`src/rtl/saturation_ctrl.sv`:
```
// rtl/saturation_ctrl.sv - symmetric signed clamp with deferred limit, windowed clip count and alarm
module saturation_ctrl #(
   parameter int DATA_WIDTH  = 16,
   parameter int CNT_WIDTH   = 16,
   parameter int WINDOW_LOG2 = 10
) (
   input  logic                  clk,
   input  logic                  rst,
   input  logic [DATA_WIDTH-1:0] din,
   input  logic                  din_valid,
   input  logic [DATA_WIDTH-2:0] max_val_in,
   input  logic                  max_val_wr,
   input  logic [CNT_WIDTH-1:0]  alarm_thresh,
   output logic [DATA_WIDTH-1:0] dout,
   output logic                  dout_valid,
   output logic                  clip,
   output logic [CNT_WIDTH-1:0]  clip_count,
   output logic                  window_done,
   output logic                  alarm
);

   typedef enum logic [1:0] {
      IDLE     = 2'd0,
      ALARM    = 2'd1,
      CLEARING = 2'd2
   } state_t;

   localparam logic [CNT_WIDTH-1:0]   ACC_ONE = {{(CNT_WIDTH-1){1'b0}}, 1'b1};
   localparam logic [WINDOW_LOG2-1:0] WIN_ONE = {{(WINDOW_LOG2-1){1'b0}}, 1'b1};

   logic [DATA_WIDTH-2:0]  lim;
   logic [DATA_WIDTH-2:0]  shadow;
   logic                   pending;
   logic [WINDOW_LOG2-1:0] win_cnt;
   logic [CNT_WIDTH-1:0]   acc;
   state_t                 state;
   state_t                 state_nxt;

   logic signed [DATA_WIDTH:0] din_ext;
   logic signed [DATA_WIDTH:0] pos_lim;
   logic signed [DATA_WIDTH:0] neg_lim;
   logic                       over;
   logic                       under;
   logic                       clip_now;
   logic [DATA_WIDTH-1:0]      sat_val;
   logic                       wrap;
   logic [CNT_WIDTH-1:0]       acc_sat;
   logic [CNT_WIDTH-1:0]       win_total;

   // One extra bit so that -lim and the most negative input compare without overflow.
   assign din_ext  = $signed({din[DATA_WIDTH-1], din});
   assign pos_lim  = $signed({2'b00, lim});
   assign neg_lim  = -pos_lim;
   assign over     = din_ext > pos_lim;
   assign under    = din_ext < neg_lim;
   assign clip_now = over | under;

   always_comb begin
      sat_val = din;
      if (over) begin
         sat_val = pos_lim[DATA_WIDTH-1:0];
      end else if (under) begin
         sat_val = neg_lim[DATA_WIDTH-1:0];
      end
   end

   assign wrap      = din_valid && (win_cnt == {WINDOW_LOG2{1'b1}});
   assign acc_sat   = (acc == {CNT_WIDTH{1'b1}}) ? acc : acc + ACC_ONE;
   assign win_total = clip_now ? acc_sat : acc;

   always_ff @(posedge clk) begin
      if (rst) begin
         dout        <= '0;
         dout_valid  <= 1'b0;
         clip        <= 1'b0;
         clip_count  <= '0;
         window_done <= 1'b0;
         lim         <= '1;
         shadow      <= '1;
         pending     <= 1'b0;
         win_cnt     <= '0;
         acc         <= '0;
      end else begin
         dout_valid  <= din_valid;
         clip        <= din_valid & clip_now;
         window_done <= wrap;
         if (din_valid) begin
            dout    <= sat_val;
            win_cnt <= win_cnt + WIN_ONE;
            if (wrap) begin
               clip_count <= win_total;
               acc        <= '0;
            end else if (clip_now) begin
               acc <= acc_sat;
            end
         end
         // A write landing on the wrap cycle itself must wait for the following boundary.
         if (wrap && pending) begin
            lim <= shadow;
         end
         if (max_val_wr) begin
            shadow  <= max_val_in;
            pending <= 1'b1;
         end else if (wrap) begin
            pending <= 1'b0;
         end
      end
   end

   always_ff @(posedge clk) begin
      if (rst) begin
         state <= IDLE;
      end else begin
         state <= state_nxt;
      end
   end

   always_comb begin
      state_nxt = state;
      if (wrap) begin
         case (state)
            IDLE:     state_nxt = (win_total >= alarm_thresh) ? ALARM : IDLE;
            ALARM:    state_nxt = (win_total <  alarm_thresh) ? CLEARING : ALARM;
            CLEARING: state_nxt = (win_total >= alarm_thresh) ? ALARM : IDLE;
            default:  state_nxt = IDLE;
         endcase
      end
   end

   assign alarm = (state == ALARM) || (state == CLEARING);

endmodule

```
`config.mk`:
```
export PLATFORM = sky130hd
export DESIGN_NAME = saturation_ctrl
export DESIGN_NICKNAME = d
export VERILOG_FILES = /design/src/rtl/saturation_ctrl.sv
export SDC_FILE = /design/constraint.sdc
export NUM_CORES = 1
export LEC_CHECK = 0
export CAP_MARGIN = 20
export CORE_MARGIN = 10
export CORE_UTILIZATION = 55
export CTS_CLUSTER_DIAMETER = 30
export DETAILED_ROUTE_END_ITERATION = 16
export PLACE_DENSITY_LB_ADDON = 0.15
export SLEW_MARGIN = 20
export SYNTH_ARGS = -nofsm -noshare
export SYNTH_HDL_FRONTEND = slang
export SYNTH_SLANG_ARGS = --single-unit
```
`constraint.sdc`:
```
create_clock -name clk -period 6.69 [get_ports clk]
set_input_delay 1.6725 -clock clk [delete_from_list [all_inputs] [get_ports clk]]
set_output_delay 1.6725 -clock clk [all_outputs]
set_load 0.05 [all_outputs]
```
==> results of run 1 <==
## sequential cells by signal (all words and copies together), names as in the netlist
register / count
shadow: 15
lim: 15
dout: 16
state: 2
clip_count: 16
pending: 1
dout_valid: 1
acc: 16
win_cnt: 10
window_done: 1
clip: 1
## logic make-up after synthesis
| logic type | share of synthesized area |
|---|---|
| AND/OR/NAND/NOR | 0.233 |
| AO/OA/AOI/OAI | 0.214 |
| buffers and inverters | 0.0681 |
| flip-flops | 0.312 |
| adder cells (fa/ha/maj) | 0.112 |
| XOR/XNOR | 0.0290 |
| multiplexers | 0.0321 |
## synth_stat cells (6+ instances only)
library cell   n  area (um^2)
a311o_1        9         90.1
nand2b_1       6         37.5
nor4_1        12         75.1
or3_1          8         50.1
a31oi_1       17          106
o31ai_1        6         45.0
xnor2_1       13          114
a211oi_1       6         45.0
a21o_1        10         75.1
a311oi_1      10         87.6
and3_1        15         93.8
a32o_1         8         80.1
nor2_1        40          150
nand2_1       85          319
inv_1         43          161
nand3_1       47          235
mux2i_1       16          160
or4_1         10         75.1
a21oi_1       44          220
nor3_1        15         75.1
xor2_1         7         61.3
clkbuf_1      43          161
dfxtp_1       94         1880
nand4_1       19          119
ha_1          54          676
o21ai_0       22          110
## metal layers
layer	GRT usage	vias up	wire length [um]
li1	-	2876	-
met1	0.254	2803	7280
met2	0.381	212	8530
met3	0.0472	40	1100
met4	0.0864	0	510
met5	0	-	0
## layout make-up
| type | count | area (um^2) | area share |
|---|---|---|---|
| clock buffers | 10 | 128 | 0.0180 |
| flip-flops and latches | 94 | 1880 | 0.265 |
| well taps | 140 | 175 | 0.0247 |
| multi-input cells | 552 | 3750 | 0.528 |
| inverters | 45 | 169 | 0.0238 |
| clock inverters | 5 | 41.3 | 0.00581 |
| repair buffers | 100 | 961 | 0.135 |
## power groups by stage
stage | clock, uW | sequential (uW) | combinational [uW]
floorplan | 0 | 615 | 84.0
global placement | 0 | 597 | 170
detailed placement | 0 | 598 | 173
CTS | 365 | 585 | 174
global route | 386 | 587 | 189
finish | 355 | 585 | 175
## how the worst max path moves through the flow
stage                             start               endpoint  slack, ns  cells after the start
floorplan                       din[13]  state[1]$_SDFFE_PP0P_       1.56                     14
global placement                din[11]  state[1]$_SDFFE_PP0P_       0.65                     16
detailed placement              din[11]  state[1]$_SDFFE_PP0P_       0.51                     16
CTS                             din[11]  state[1]$_SDFFE_PP0P_       0.89                     16
global route        lim[1]$_SDFFE_PP1P_  state[1]$_SDFFE_PP0P_       0.43                     22
finish              lim[1]$_SDFFE_PP1P_  state[1]$_SDFFE_PP0P_       0.83                     22
## metrics by stage
| stage | cells | hold WS, ns | total power [uW] | setup WS [ns] | util |
|---|---|---|---|---|---|
| after detailed placement | 931 | 0.458 | 771 | 0.511 | 0.643 |
| after global routing | 946 | 0.490 | 1160 | 0.426 | 0.658 |
| after CTS | 946 | 0.479 | 1120 | 0.892 | 0.658 |
| after global placement | 931 | 0.454 | 767 | 0.650 | 0.643 |
| final | 946 | 0.478 | 1120 | 0.834 | 0.658 |
| after floorplan | 747 | 0.441 | 699 | 1.56 | - |
## worst register-to-register path, stage by stage (launching register included)
cell and delay, ns:
dfxtp_1 0.35, inv_1 0.13, ha_1 0.24, nor3b_1 0.20, buf_4 0.18, nand4_1 0.23, nor3_1 0.51, xnor2_1 0.14
ha_1 0.33, and4_1 0.24, a21oi_1 0.08, a31oi_1 0.32, and3b_1 0.41, o31a_1 0.41, mux2_2 0.40, ha_1 0.29
nor2b_1 0.14, o21a_1 0.16, o21a_1 0.16, o21ai_0 0.14, a21oi_1 0.09, or4_1 0.51, a21oi_1 0.14
==> results.json, run 1 <==
{
  "outcome": "complete, no violations",
  "switching_share": 0.295,
  "vias": 5931,
  "root_buffer": "clkbuf_8",
  "p_comb_frac": 0.157,
  "overflow": 0,
  "final_cell_mix": "94 x dfxtp_1, 85 x nand2_1, 85 x clkdlybuf4s50_1, 54 x ha_1, 47 x nand3_1",
  "postRouteAntennaNets": 0,
  "ys_ff_latch": 94,
  "reg2reg_depth": 22,
  "maxSlewViolCount": 0,
  "place_hpwl_mm": 12.9,
  "tritoncts": "built",
  "gr-usage-all-layers": 0.219,
  "cp_num_buf_inv": 2,
  "ys_types": 71,
  "drc": 0,
  "grt_pass1_vias": 5846,
  "crit_family": "simple AND/OR/NAND/NOR gates",
  "p_int_uw": 786,
  "p_leak_uw": 0.00296,
  "ir_drop_uv": 138,
  "hold_path_end": "lim[13]$_SDFFE_PP1P_",
  "cp-start-kind": "flop",
  "hold_viol": 0,
  "cp_max_fo": 8,
  "syn-num-nets": 852,
  "synth_warnings": 0,
  "clkPwrFrac": 0.319,
  "r2r_slack_ns": 0.83,
  "r2r-start": "lim[1]$_SDFFE_PP1P_",
  "p_sw_uw": 329,
  "end_kind": "flop",
  "h-tree-depth": 3,
  "area_delta_synth_final_pct": 17.6,
  "tritoncts_num_sinks": 94,
  "via_per_inst": 6.27,
  "crit_chain": "inv_1 -> ha_1 -> nor3b_1 -> buf_4 -> nand4_1 -> nor3_1 -> xnor2_1 -> ha_1 -> and4_1 -> a21oi_1 -> a31oi_1 -> and3b_1 -> o31a_1 -> mux2_2 -> ha_1 -> nor2b_1 -> o21a_1 -> o21a_1 -> o21ai_0 -> a21oi_1 -> or4_1 -> a21oi_1",
  "clk_latency_ns": 0.40,
  "regToRegEndpoint": "state[1]$_SDFFE_PP0P_",
  "core-area_um2": 10800,
  "hold_path.class": "flop to flop",
  "synth_edf_count": 0,
  "cts_resized": 0,
  "final_area_um2": 7110,
  "worst_clock_skew_ns": 0.0106,
  "hold_depth": 2,
  "syn_area_um2": 6040,
  "wl_per_cell_um": 18.4,
  "drt-initial-drc-count": 413,
  "finalCriticalPeriod_ns": 5.86,
  "clk_pin_slew_worst_paths_ns": 0.10,
  "antenna_found_initial": 0,
  "seq_power_share": 0.525,
  "cp_slowest_cell": "nor3_1",
  "row_count": 38,
  "initial_utilization": 0.560,
  "drv_cap": 0,
  "dpl_cell_area_um2": 6940,
  "antennaDiodeCount": 0,
  "ys_async_sr_fraction": 0,
  "die_h_um": 125,
  "postCtsSetupBuffers": 0,
  "fin_setup_tns_ns": 0,
  "synth-seq-area-share": 0.312,
  "hold_start": "lim[13]$_SDFFE_PP1P_",
  "fin_crit_sh": 0.875,
  "max_stage_delay_ns": 0.51,
  "ioPinCount": 87,
  "numCtsBuffers": 9,
  "synthFlopType": "dfxtp_1",
  "slew-limit-headroom": 0.363,
  "io_buffer_count": 86,
  "worstPathRequired_ns": 7.02,
  "cts_buffer_depth": 2,
  "cp.arrival_ns": 6.18,
  "p_per_area_nw_per_um2": 157,
  "rsz0062_at_grt": "false",
  "syn_inst": 747,
  "nFillCells": 914,
  "drive_gt1_frac": 0.0521,
  "wirelength_mm": 17.4,
  "drtPass1Iterations": 5,
  "fp.dieW_um": 125,
  "grt_pass1_wl_mm": 29.0,
  "crit_type": "flop to flop",
  "cts_hold_buffers": 0,
  "final_common_cell": "dfxtp_1",
  "die_area_um2": 15600,
  "worstMarginPinSlew_ns": 0.952,
  "gp_congestion": 0.941,
  "finalSetupViolations": 0,
  "avgSynthCellArea_um2": 8.09,
  "grt_max_degree": 54,
  "fmax_mhz": 171,
  "final_nets": 907
}
Power figures use the tool's default switching activity.
==> run 2: changes to the inputs <==
--- a/config.mk
+++ b/config.mk
@@ -9,6 +9,7 @@
 export CORE_MARGIN = 10
 export CORE_UTILIZATION = 55
 export CTS_CLUSTER_DIAMETER = 30
+export CTS_CLUSTER_SIZE = 30
 export DETAILED_ROUTE_END_ITERATION = 16
 export PLACE_DENSITY_LB_ADDON = 0.15
 export SLEW_MARGIN = 20
==> results of run 2 <==
Final layout, timing and power as in run 1 (identical DEF).
==> run 3: changes to the inputs <==
--- a/config.mk
+++ b/config.mk
@@ -7,11 +7,12 @@
 export LEC_CHECK = 0
 export CAP_MARGIN = 20
 export CORE_MARGIN = 10
-export CORE_UTILIZATION = 55
+export CORE_UTILIZATION = 45
 export CTS_CLUSTER_DIAMETER = 30
 export CTS_CLUSTER_SIZE = 30
 export DETAILED_ROUTE_END_ITERATION = 16
 export PLACE_DENSITY_LB_ADDON = 0.15
+export SKIP_CTS_REPAIR_TIMING = 1
 export SLEW_MARGIN = 20
 export SYNTH_ARGS = -nofsm -noshare
 export SYNTH_HDL_FRONTEND = slang
==> run 3 against run 2 <==
Wire length rose by 4.2%. Critical path depth did not move. Design area rose by 2.2%.
==> results.json, run 3 (same netlist as run 1, synthesis figures left out) <==
{
  "die_area_um2": 18500,
  "gp_congestion": 0.915,
  "fin_crit_sh": 0.890,
  "clk_pin_slew_worst_paths_ns": 0.07,
  "final_cell_mix": "94 x dfxtp_1, 85 x nand2_1, 85 x clkdlybuf4s50_1, 54 x ha_1, 47 x nand3_1",
  "final_nets": 907,
  "row_count": 42,
  "rsz0062_at_grt": "false",
  "regToRegEndpoint": "state[1]$_SDFFE_PP0P_",
  "worstMarginPinSlew_ns": 0.875,
  "ir_drop_uv": 153,
  "initial_utilization": 0.458,
  "dp_cells": 967,
  "place_hpwl_mm": 13.4,
  "drc": 0,
  "hold_viol": 0,
  "p_leak_uw": 0.00302,
  "via_per_inst": 5.99,
  "wirelength_mm": 18.2,
  "crit_type": "flop to flop",
  "h-tree-depth": 3,
  "finalSetupViolations": 0,
  "wl_met2_mm": 8.87,
  "area_delta_synth_final_pct": 20.2,
  "antennaDiodeCount": 0,
  "overflow": 0,
  "gr-usage-all-layers": 0.194,
  "fp.dieW_um": 136,
  "worstPathRequired_ns": 6.97,
  "fmax_mhz": 168,
  "hold_path.class": "flop to flop",
  "reg2reg_depth": 22,
  "finalCriticalPeriod_ns": 5.95,
  "endpoint": "state[1]$_SDFFE_PP0P_",
  "numCtsBuffers": 9,
  "fin_setup_tns_ns": 0,
  "cp-startpoint": "lim[1]$_SDFFE_PP1P_",
  "fin_cells": 983,
  "top_layer": "met4",
  "wl_met1_mm": 7.90,
  "maxSlewViolCount": 0,
  "drv_cap": 0,
  "end_kind": "flop",
  "top_regs": "acc x16, clip_count x16, dout x16",
  "cts_buffer_depth": 2,
  "clk_latency_ns": 0.36,
  "p_per_area_nw_per_um2": 173,
  "antenna_found_initial": 0,
  "tritoncts_num_sinks": 94,
  "core-area_um2": 13200,
  "drive_gt1_frac": 0.0545,
  "outcome": "complete, no violations",
  "postRouteAntennaNets": 0,
  "final_common_cell": "dfxtp_1",
  "io_buffer_count": 86,
  "drt-initial-drc-count": 357,
  "vias": 5888,
  "ioPinCount": 87,
  "grt_pass1_wl_mm": 29.1,
  "final_util": 0.551,
  "cp.arrival_ns": 6.24,
  "die_h_um": 136,
  "cp_max_fo": 8,
  "grt_pass1_vias": 5752,
  "tritoncts": "built",
  "wl_met3_um": 875,
  "cp-start-kind": "flop",
  "root_buffer": "clkbuf_16",
  "r2r-start": "lim[1]$_SDFFE_PP1P_",
  "slew-limit-headroom": 0.415,
  "r2r_slack_ns": 0.74,
  "worst_clock_skew_ns": 0.00656,
  "wl_per_cell_um": 18.5,
  "drtPass1Iterations": 5,
  "grt_max_degree": 54
}
[run 3: changes by cell type in the layout (fill, tap and decap cells not counted), sizes merged]
cell      delta
clkinvlp     -1
clkinv       +3
clkbuf       -1
[run 3: worst min path at each step]
stage                     cells after the start  slack [ns]                     from                 endpoint
after floorplan                               2        0.44     lim[13]$_SDFFE_PP1P_     lim[13]$_SDFFE_PP1P_
after CTS                                     2        0.48  shadow[10]$_SDFFE_PP1P_  shadow[10]$_SDFFE_PP1P_
after detailed placement                      2        0.46  shadow[10]$_SDFFE_PP1P_  shadow[10]$_SDFFE_PP1P_
after global placement                        2        0.46    dout[15]$_SDFFE_PP0P_    dout[15]$_SDFFE_PP0P_
final                                         2        0.47  shadow[10]$_SDFFE_PP1P_  shadow[10]$_SDFFE_PP1P_
after global routing                          2        0.50  shadow[10]$_SDFFE_PP1P_  shadow[10]$_SDFFE_PP1P_
[run 3: per-layer routing]
| layer | GRT usage | up-vias |
|---|---|---|
| met5 | 0 | - |
| met4 | 0.0828 | 0 |
| met3 | 0.0365 | 38 |
| met2 | 0.334 | 159 |
| met1 | 0.232 | 2812 |
| li1 | - | 2879 |
[run 3: where the power goes]
part / internal, uW / switching, uW / total, uW
Combinational: 75.7 / 99.4 / 175
Sequential: 574 / 11.6 / 585
Clock: 257 / 242 / 498
Total: 906 / 353 / 1260
[run 3: stage by stage]
| stage | hold WS (ns) | setup WS (ns) | power [uW] | instance area, um^2 |
|---|---|---|---|---|
| global route | 0.501 | 0.296 | 1310 | 7260 |
| detailed placement | 0.460 | 0.535 | 773 | 6980 |
| global placement | 0.457 | 0.607 | 770 | 6980 |
| CTS | 0.478 | 0.790 | 1270 | 7260 |
| finish | 0.474 | 0.736 | 1260 | 7260 |
| floorplan | 0.441 | 1.56 | 699 | 6040 |
[run 3: layout make-up]
type / count / area [um^2]
fill: 1266 / 5930
multi-input combinational: 552 / 3750
sequential: 94 / 1880
timing repair buffer: 100 / 961
clock buffer: 9 / 225
tap: 176 / 220
inverter: 45 / 169
clock inverter: 7 / 55.1
[run 3: critical path, cell delays in order, from the launching register on]
cell and delay (ns):
dfxtp_1 0.34, inv_1 0.12, ha_1 0.25, nor3b_1 0.26, buf_4 0.19, nand4_1 0.24, nor3_1 0.56, xnor2_1 0.13
ha_1 0.31, and4_1 0.24, a21oi_1 0.08, a31oi_1 0.30, and3b_1 0.42, o31a_1 0.39, mux2_2 0.40, ha_1 0.28
nor2b_1 0.13, o21a_1 0.16, o21a_1 0.16, o21ai_0 0.16, a21oi_1 0.10, or4_1 0.51, a21oi_1 0.14
